$ cat config.mk
export PLATFORM = sky130hd
export DESIGN_NAME = bullet_slot_scheduler
export DESIGN_NICKNAME = d
export VERILOG_FILES = /design/src/rtl/bullet_slot_scheduler.sv
export SDC_FILE = /design/constraint.sdc
export NUM_CORES = 1
export LEC_CHECK = 0
export ABC_AREA = 1
export BUFFER_PORTS_ARGS = -buffer_cell sky130_fd_sc_hd__buf_2
export CAP_MARGIN = 10
export CORE_MARGIN = 2
export CORE_UTILIZATION = 26
export CTS_BUF_LIST = sky130_fd_sc_hd__clkbuf_8 sky130_fd_sc_hd__clkbuf_16
export DETAILED_ROUTE_END_ITERATION = 6
export GPL_TIMING_DRIVEN = 0
export SLEW_MARGIN = 5
export SYNTH_ARGS = -nofsm -noshare
export SYNTH_HDL_FRONTEND = slang
export SYNTH_SLANG_ARGS = --single-unit
export TNS_END_PERCENT = 30
$ cat constraint.sdc
create_clock -name clk -period 6.8 [get_ports clk]
set_input_delay 1.36 -clock clk [delete_from_list [all_inputs] [get_ports clk]]
set_output_delay 1.36 -clock clk [all_outputs]
set_load 0.005 [all_outputs]
$ cat src/rtl/bullet_slot_scheduler.sv
// Bullet slot scheduler: allocates bullets on fire, then per frame_tick walks every
// live slot doing erase -> move -> draw through a single pixel-write handshake port.
module bullet_slot_scheduler #(
    parameter int unsigned NUM_SLOTS = 8,
    parameter int unsigned COOLDOWN  = 16,
    parameter int unsigned MAX_X     = 159,
    parameter int unsigned MAX_Y     = 119
) (
    input  logic                 clk,
    input  logic                 reset,
    input  logic                 frame_tick,
    input  logic                 fire,
    input  logic [1:0]           fire_dx,
    input  logic [1:0]           fire_dy,
    input  logic [7:0]           ship_x,
    input  logic [6:0]           ship_y,
    input  logic                 hit_valid,
    input  logic [2:0]           hit_slot,
    output logic                 pix_valid,
    input  logic                 pix_ready,
    output logic [7:0]           pix_x,
    output logic [6:0]           pix_y,
    output logic [2:0]           pix_color,
    output logic                 fire_accept,
    output logic                 fire_reject,
    output logic [NUM_SLOTS-1:0] active_mask,
    output logic                 scan_done
);

    localparam int unsigned CW = $clog2(COOLDOWN + 1);

    typedef enum logic [2:0] {StIdle, StScan, StErase, StMove, StDraw} state_e;

    state_e               state;
    logic [2:0]           ptr;
    logic [CW-1:0]        cooldown;
    logic [NUM_SLOTS-1:0] fresh;
    logic [7:0]           slot_x  [NUM_SLOTS];
    logic [6:0]           slot_y  [NUM_SLOTS];
    logic [1:0]           slot_dx [NUM_SLOTS];
    logic [1:0]           slot_dy [NUM_SLOTS];

    logic [NUM_SLOTS-1:0] hit_mask;
    logic [NUM_SLOTS-1:0] free_mask;
    logic                 free_any;
    logic [2:0]           free_idx;
    logic                 dir_ok;
    logic                 pos_ok;
    logic                 can_fire;
    logic                 cur_live;
    logic                 last_slot;
    logic                 move_off;
    logic [7:0]           next_x;
    logic [6:0]           next_y;

    function automatic logic [1:0] norm_dir(input logic [1:0] d);
        return (d == 2'b11) ? 2'b00 : d;
    endfunction

    always_comb begin
        hit_mask  = hit_valid ? (NUM_SLOTS'(1) << hit_slot) : '0;
        // A slot being hit this edge is not handed out to a simultaneous fire
        free_mask = ~active_mask & ~hit_mask;
        free_any  = 1'b0;
        free_idx  = 3'd0;
        for (int i = NUM_SLOTS - 1; i >= 0; i--) begin
            if (free_mask[i]) begin
                free_any = 1'b1;
                free_idx = 3'(i);
            end
        end
        dir_ok    = (fire_dx == 2'b01) || (fire_dx == 2'b10) ||
                    (fire_dy == 2'b01) || (fire_dy == 2'b10);
        pos_ok    = (32'(ship_x) <= MAX_X) && (32'(ship_y) <= MAX_Y);
        can_fire  = fire && (cooldown == '0) && free_any && pos_ok && dir_ok;
        cur_live  = active_mask[ptr] && !hit_mask[ptr];
        last_slot = (ptr == 3'(NUM_SLOTS - 1));
    end

    always_comb begin
        next_x   = slot_x[ptr];
        next_y   = slot_y[ptr];
        move_off = 1'b0;
        case (slot_dx[ptr])
            2'b01:   if (32'(slot_x[ptr]) >= MAX_X) move_off = 1'b1;
                     else next_x = slot_x[ptr] + 8'd1;
            2'b10:   if (slot_x[ptr] == 8'd0) move_off = 1'b1;
                     else next_x = slot_x[ptr] - 8'd1;
            default: ;
        endcase
        case (slot_dy[ptr])
            2'b01:   if (32'(slot_y[ptr]) >= MAX_Y) move_off = 1'b1;
                     else next_y = slot_y[ptr] + 7'd1;
            2'b10:   if (slot_y[ptr] == 7'd0) move_off = 1'b1;
                     else next_y = slot_y[ptr] - 7'd1;
            default: ;
        endcase
    end

    always_ff @(posedge clk) begin
        if (reset) begin
            state       <= StIdle;
            ptr         <= 3'd0;
            cooldown    <= '0;
            fresh       <= '0;
            active_mask <= '0;
            pix_valid   <= 1'b0;
            pix_x       <= 8'd0;
            pix_y       <= 7'd0;
            pix_color   <= 3'd0;
            fire_accept <= 1'b0;
            fire_reject <= 1'b0;
            scan_done   <= 1'b0;
            for (int i = 0; i < NUM_SLOTS; i++) begin
                slot_x[i]  <= 8'd0;
                slot_y[i]  <= 7'd0;
                slot_dx[i] <= 2'd0;
                slot_dy[i] <= 2'd0;
            end
        end else begin
            fire_accept <= can_fire;
            fire_reject <= fire && !can_fire;
            scan_done   <= 1'b0;
            // Loading COOLDOWN-1 makes the next accept land exactly COOLDOWN cycles later
            if (can_fire)              cooldown <= CW'(COOLDOWN - 1);
            else if (cooldown != '0)   cooldown <= cooldown - 1'b1;

            case (state)
                StIdle: begin
                    if (frame_tick) begin
                        fresh <= '0;
                        ptr   <= 3'd0;
                        state <= StScan;
                    end
                end
                StScan: begin
                    if (cur_live && !fresh[ptr]) begin
                        pix_valid <= 1'b1;
                        pix_x     <= slot_x[ptr];
                        pix_y     <= slot_y[ptr];
                        pix_color <= 3'b000;
                        state     <= StErase;
                    end else if (last_slot) begin
                        scan_done <= 1'b1;
                        state     <= StIdle;
                    end else begin
                        ptr <= ptr + 3'd1;
                    end
                end
                StErase: begin
                    if (pix_ready) begin
                        pix_valid <= 1'b0;
                        state     <= StMove;
                    end
                end
                StMove: begin
                    if (cur_live && !move_off) begin
                        slot_x[ptr] <= next_x;
                        slot_y[ptr] <= next_y;
                        pix_valid   <= 1'b1;
                        pix_x       <= next_x;
                        pix_y       <= next_y;
                        pix_color   <= 3'b111;
                        state       <= StDraw;
                    end else begin
                        active_mask[ptr] <= 1'b0;
                        if (last_slot) begin
                            scan_done <= 1'b1;
                            state     <= StIdle;
                        end else begin
                            ptr   <= ptr + 3'd1;
                            state <= StScan;
                        end
                    end
                end
                StDraw: begin
                    if (pix_ready) begin
                        pix_valid <= 1'b0;
                        if (last_slot) begin
                            scan_done <= 1'b1;
                            state     <= StIdle;
                        end else begin
                            ptr   <= ptr + 3'd1;
                            state <= StScan;
                        end
                    end
                end
                default: state <= StIdle;
            endcase

            if (can_fire) begin
                active_mask[free_idx] <= 1'b1;
                fresh[free_idx]       <= 1'b1;
                slot_x[free_idx]      <= ship_x;
                slot_y[free_idx]      <= ship_y;
                slot_dx[free_idx]     <= norm_dir(fire_dx);
                slot_dy[free_idx]     <= norm_dir(fire_dy);
            end
            if (hit_valid) active_mask[hit_slot] <= 1'b0;
        end
    end

endmodule

==> metrics, run 1 <==
Worst-Skew Late Latency=540 ps; initial antenna violation count=1; CTS resizes=0; CTS max path bufs=3; unrepaired setup endpoints after global routing=no; r2r setup slk=1330 ps; placed cells=2109; WP data required=6930 ps; H-tree depth=1; ANT cells=0; Ports=58; drc violations=0; Avg Cell Area, Syn=7.82 um^2; GRT Total Usage=17.4%; max-slew violations=0; FF+latch area=5570 um^2; CTS tree=done; synth warn=0; max cap viols=0; global placement routability congestion=0.881; Worst VDD drop=152 uV; share of async-settable or async-resettable flops after synthesis=0%; FMAX=183 MHz; Post-Syn Nets=1509; WS Path Type=reg2reg; Post-Route WL=41000 um; sink of the worst hold path=cooldown[4]$_SDFFE_PP0P_; Post-CTS Repair Setup Buffers=0; Setup-failing EPs final=0; Tcrit/Tclk final=80.5%; CTS Hold Buffers Added=0; Die Span X=214 um; vias in the first global route=10200; die area=45800 um^2; post-layout min period=5470 ps; Crit. End Element=flip-flop; # port buffers=56; hold_sp=cooldown[4]$_SDFFE_PP0P_; largest net degree at the start of global routing=16; Power Density=337 nW/um^2; total gr overflow=0; root buffer cell=clkbuf_16; clock sinks=202; Via density=5.04; Hold WC Path Type=reg2reg; Fin Setup TNS=0 ps; Max FO, Critical Path=15; DRT antenna net count=0; worst path arrival time=5610 ps; post-synthesis cell count=1468; Die Span Y=214 um; initial drt markers=1289; Multi-input gate area=4850 um^2; clock slew at reported path FFs=60 ps; cts bufs inserted=24; vias=10800; worst slew pin tran=1220 ps; sequential fraction of the synthesis area=48.5%; Core Footprint=43400 um^2; number of synthesized flops with an enable pin=152; CP startpoint kind=flip-flop; Worst slew margin=18.4%; Yosys cell types=39; Rows=76; area delta synth->final=16.0%; reg2reg end=slot_x[7][5]$_DFFE_PP_; share of layout cells above drive strength 1=10.2%; worst reg2reg path depth=18; Yosys reg bits=202; Syn Std Cell Area=11500 um^2; Initial Util=26.5%; run status=finished, final reports clean; Primary FF master, synth=edfxtp_1; DR pass1 iterations=6; first-pass GRT wire length=61600 um; leakage=5.77 nW; Post-Layout Cell Count=2150; WL/cell=19.1 um; Layout Nets=1591; hpwl dp=29000 um; hold path depth=2; Setup Skew=24.7 ps; final hold violations=0; fill cell count=4716
==> Yosys cell counts (3+ instances only) <==
cell type,instances,area share [%]
buf_4,7,0.46
clkbuf_1,35,1.1
nand4_1,9,0.49
buf_6,9,0.88
inv_2,3,0.098
a21boi_1,4,0.26
o21ai_0,113,4.9
ha_1,13,1.4
buf_2,19,0.83
clkinv_1,5,0.16
nand2_1,360,12
o21bai_1,4,0.26
dfxtp_1,50,8.7
nand2_4,8,0.79
nand3_1,114,5.0
xor2_1,9,0.69
o22ai_1,107,5.8
o31ai_1,4,0.26
edfxtp_1,152,40
nor2_1,191,6.2
o21ai_2,3,0.23
a21oi_1,35,1.5
inv_1,167,5.5
nand2_2,10,0.55
o211ai_1,3,0.20
o21ai_1,10,0.44
nor3_1,9,0.39
==> power by group <==
group / total (W) / internal [W] / leakage, nW / switching [W]
Combinational: 0.00169 / 0.000476 / 3.38 / 0.00122
Clock: 0.00135 / 0.000814 / 0.414 / 0.000538
Sequential: 0.00143 / 0.00140 / 1.98 / 0.0000328
Total: 0.00448 / 0.00269 / 5.77 / 0.00179
==> layout by cell type (no fill, tap or decap), drive strengths merged, types with 2 or more instances in the layout <==
cell type	instances
nand2	378
nor2	193
inv	175
edfxtp	152
o21ai	126
nand3	116
o22ai	107
buf	93
clkbuf	62
dfxtp	50
a21oi	35
ha	13
clkinv	11
nand4	10
nor3	9
xor2	9
o21bai	4
o31ai	4
a21boi	4
o211ai	3
bufinv	3
a221oi	2
==> through the flow <==
| stage | worst slack [ps] | area (um^2) | hold WS, ps | utilization, % | total power [W] |
|---|---|---|---|---|---|
| global placement | 1500 | 12500 | 433 | 28.8 | 0.00310 |
| CTS | 1420 | 13300 | 445 | 30.7 | 0.00446 |
| floorplan | 2870 | 11500 | 423 | - | 0.00262 |
| detailed placement | 1450 | 12500 | 437 | 28.8 | 0.00311 |
| global route | 1090 | 13300 | 479 | 30.7 | 0.00473 |
| finish | 1330 | 13300 | 441 | 30.7 | 0.00448 |
==> worst max-delay path: stages, from the launching register on <==
cell	delay, ps
dfxtp_1	320
buf_6	150
buf_2	310
buf_2	280
clkbuf_1	340
nor2_1	100
o22ai_1	160
inv_1	50
o21ai_0	220
inv_1	70
ha_1	270
clkbuf_1	360
clkinv_1	390
nand2_2	260
nand4_4	210
nor2_8	330
nand2_4	160
buf_6	200
nand3_1	850
==> area by class of cell <==
class / instances / area share, %
sequential: 202 / 41.8
multi-input combinational: 1018 / 36.5
tap: 585 / 5.50
inverter: 176 / 5.00
clock buffer: 27 / 4.99
buffer: 72 / 2.91
timing repair buffer: 56 / 2.11
clock inverter: 14 / 1.18
==> cells by family (layout without fill, tap and decap cells) <==
| group | count (synthesis) | count (layout) | synth area share [%] |
|---|---|---|---|
| simple gates | 708 | 708 | 25.9 |
| compound gates | 288 | 288 | 14.3 |
| flops | 202 | 202 | 48.5 |
| buf+inv | 248 | 345 | 9.18 |
| xor+xnor | 9 | 9 | 0.687 |
| fa+ha+maj | 13 | 13 | 1.42 |
==> sequential cells by signal (all words and copies together), names as in the netlist, 3 cells and up, named ones only <==
name,flops
slot_x,64
slot_y,56
slot_dx,16
slot_dy,16
active_mask,8
fresh,8
pix_x,8
pix_y,7
cooldown,5
ptr,3
state,3
==> metal layers <==
| metal | GRT usage, % | vias to the layer above | wire, um |
|---|---|---|---|
| met5 | 0 | - | 13 |
| met4 | 6.53 | 2 | 1430 |
| met3 | 2.48 | 94 | 3930 |
| met2 | 28.0 | 548 | 18500 |
| met1 | 23.7 | 5086 | 17100 |
| li1 | - | 5105 | - |
==> how the worst max path moves through the flow <==
stage	startpoint	to	slack, ps
2_1_floorplan	flip-flop	slot_x[0][0]$_DFFE_PP_	2870
3_3_place_gp	flip-flop	slot_y[2][3]$_DFFE_PP_	1500
3_5_place_dp	flip-flop	slot_y[6][2]$_DFFE_PP_	1450
4_1_cts	flip-flop	slot_x[6][5]$_DFFE_PP_	1420
5_1_grt	flip-flop	slot_x[7][6]$_DFFE_PP_	1090
6_report	flip-flop	slot_x[7][5]$_DFFE_PP_	1330
No activity file was read; power rests on OpenSTA's default activity.
==> run 2, diff against run 1 <==
Settings changed: ABC_AREA 1 to 0.
Clock period 6.8 ns to 5.2 ns, I/O delays scaled along.
==> run 2 against run 1 <==
Against the previous run:
- first-iteration DRC count shrank 16%
- synthesized cell count shrank 22%
- core utilization shrank 0.12 points
- combinational power shrank 7%
- sequential power grew 31%
- critical path depth grew 1
- via count shrank 6.6%
==> metrics, run 2 <==
most common cell after layout, fill and taps aside=edfxtp_1; DP Worst Slack=-1070 ps; switching power total=0.00178 W; CP delay by family, top=buffers and inverters; leakage=4.98 nW; max-slew violations=0; Die Span Y=220 um; Setup-failing EPs final=0; final setup margin=257 ps; Avg Cell Area, Syn=10.6 um^2; Gate power share=31.0%; Finished Cell Area=13900 um^2; share of layout cells above drive strength 1=17.4%; Primary FF master, synth=edfxtp_1; Rows=78; placed cells=1783; total gr overflow=0; worst slew pin tran=1160 ps; post-layout min period=4940 ps; Crit. End Element=flip-flop; r2r setup slk=260 ps; root buffer cell=clkbuf_16; Power Density=367 nW/um^2; first-pass GRT wire length=61900 um; CTS max path bufs=3; Sw Ratio=34.9%; Ports=58; initial antenna violation count=3; synth warn=0; most frequent cells in the layout=152 x edfxtp_1, 135 x nand2_1, 85 x o21ai_0; share of async-settable or async-resettable flops after synthesis=0%; DRT antenna net count=0; Initial Util=26.5%; cell mode on critical path=buf_12; Yosys cell types=91; final hold violations=0; Clk pwr share=32.3%; CTS Hold Buffers Added=0; Layout Nets=1255; cts bufs inserted=24; WS Path Type=reg2reg; Die Span X=220 um; clock slew at reported path FFs=60 ps; Worst slew margin=22.4%; Post-Place Cell Area=13000 um^2; Worst VDD drop=259 uV; GRT Total Usage=17.0%; FF+latch area=5570 um^2; Largest Register=slot_x; drc violations=0; CTS tree=done; Post-Route WL=41200 um; die area=48200 um^2; Worst Path Buf+Inv=10; vias=10100; number of synthesized flops with an enable pin=152; Syn Std Cell Area=12100 um^2; commonest cells in the netlist=152 x edfxtp_1, 135 x nand2_1, 85 x o21ai_0; Multi-input gate area=5880 um^2; H-tree depth=1; Yosys reg bits=202; Worst-Skew Late Latency=520 ps; area delta synth->final=15.3%; Core Footprint=45600 um^2; initial drt markers=1086; Post-Layout Cell Count=1834; Post-Syn Nets=1183; WP data required=5390 ps; unrepaired setup endpoints after global routing=no; DR pass1 iterations=6; Setup Skew=11.8 ps; max cap viols=0; final hold slack=451 ps; # port buffers=41; Synth area leaders=edfxtp_1 38%, dfxtp_1 8.3%, mux4_2 6.5%; Tcrit/Tclk final=95.1%; FMAX=202 MHz; sequential fraction of the synthesis area=46.1%; clock sinks=202; post-synthesis cell count=1142; run status=finished, final reports clean; vias in the first global route=9953; Flop pwr share=36.8%; hpwl dp=29400 um; largest net degree at the start of global routing=16; worst path cell trace=buf_6, buf_12, buf_12, buf_12, buf_12, mux4_2, mux2i_4, clkbuf_2, inv_1, ha_1, inv_1, nor4_1, a22oi_4, o211ai_4, nor4_4, buf_4, nor2b_1, buf_2, or2_4; CP startpoint kind=flip-flop; Via density=5.52; most common cell in the netlist=edfxtp_1; post-synth top area share=37.8%; Largest regs=slot_x (64), slot_y (56); worst path arrival time=5130 ps; WL/cell=22.5 um; area leader, netlist=edfxtp_1; max reg flops=64; highest-delay cell along the critical path=dfxtp_1; Hold WC Path Type=reg2reg; Int Pwr=0.00332 W; global placement routability congestion=0.918; Max FO, Critical Path=15; slowest stage delay, CP=420 ps; fill cell count=4607
run 2: changes by cell type after synthesis, moves of 17 or more:
cell / before / now
nand2_1: 360 / 135
mux2i_1: 0 / 17
clkbuf_1: 35 / 52
nand3_1: 114 / 25
and2_1: 0 / 30
nor2_1: 191 / 46
mux4_2: 0 / 35
o21ai_0: 113 / 85
nor2b_1: 0 / 18
a22o_1: 0 / 74
inv_1: 167 / 34
o22ai_1: 107 / 8
run 2: power by group through the flow:
stage / sequential, W / clock, W / combinational, W
floorplan: 0.00190 / 0 / 0.00107
global placement: 0.00191 / 0 / 0.00153
detailed placement: 0.00191 / 0 / 0.00153
CTS: 0.00188 / 0.00166 / 0.00155
global route: 0.00189 / 0.00172 / 0.00171
finish: 0.00188 / 0.00165 / 0.00158
run 2: final cells by class:
type | count | share of cell area (%)
multi-input cells | 808 | 42.2
inverters | 37 | 0.997
clock inverters | 18 | 0.943
diodes | 2 | 0.0359
flip-flops and latches | 202 | 39.9
clock buffers | 26 | 4.59
repair buffers | 47 | 2.07
well taps | 600 | 5.39
plain buffers | 94 | 3.80
run 2: final timing paths:
check / from / endpoint / cells after the start
worst max-delay path: flip-flop / slot_x[5][2]$_DFFE_PP_ / 19
worst min-delay path: fresh[7]$_SDFF_PP0_ / fresh[7]$_SDFF_PP0_ / 1
worst max register to register: flip-flop / slot_x[5][2]$_DFFE_PP_ / 19
worst min register to register: fresh[7]$_SDFF_PP0_ / fresh[7]$_SDFF_PP0_ / 1
run 2: what timing repair did:
item | CTS | global route
buffers inserted | 1 | 5
setup endpoints to repair | 242 | 120
pin swaps | 1 | 1
gates cloned | 0 | 1
resized for setup | 21 | 5
run 2: routing by layer:
| metal | up-vias | GRT usage [%] | share of wire [%] |
|---|---|---|---|
| met4 | 2 | 7.25 | 4.1 |
| met5 | - | 0 | 0.029 |
| met1 | 5037 | 22.5 | 42 |
| met2 | 468 | 26.9 | 46 |
| met3 | 98 | 3.34 | 7.9 |
| li1 | 4517 | - | - |
run 2: logic make-up after synthesis:
| kind of cell | count (synthesis) | synth area share (%) |
|---|---|---|
| flip-flops | 202 | 46.1 |
| adder cells (fa/ha/maj) | 13 | 1.35 |
| buffers and inverters | 133 | 5.56 |
| AO/OA/AOI/OAI | 335 | 19.8 |
| AND/OR/NAND/NOR | 380 | 16.4 |
| XOR/XNOR | 6 | 0.435 |
| multiplexers | 73 | 10.4 |
run 2: per-stage QoR:
step                      utilization (%)  setup TNS [ps]  power (W)
final                                30.6               0    0.00511
after global routing                 30.6               0    0.00531
after floorplan                         -               0    0.00296
after global placement               28.6         -128680    0.00344
after detailed placement             28.6         -131340    0.00345
after CTS                            30.4               0    0.00508
run 2: worst register-to-register path, cell delays in order (launching register included):
cell and delay (ps):
dfxtp_1 420, buf_6 190, buf_12 160, buf_12 160, buf_12 170, buf_12 160, mux4_2 330, mux2i_4 260
clkbuf_2 280, inv_1 70, ha_1 220, inv_1 80, nor4_1 90, a22oi_4 390, o211ai_4 200, nor4_4 400
buf_4 220, nor2b_1 130, buf_2 310, or2_4 380
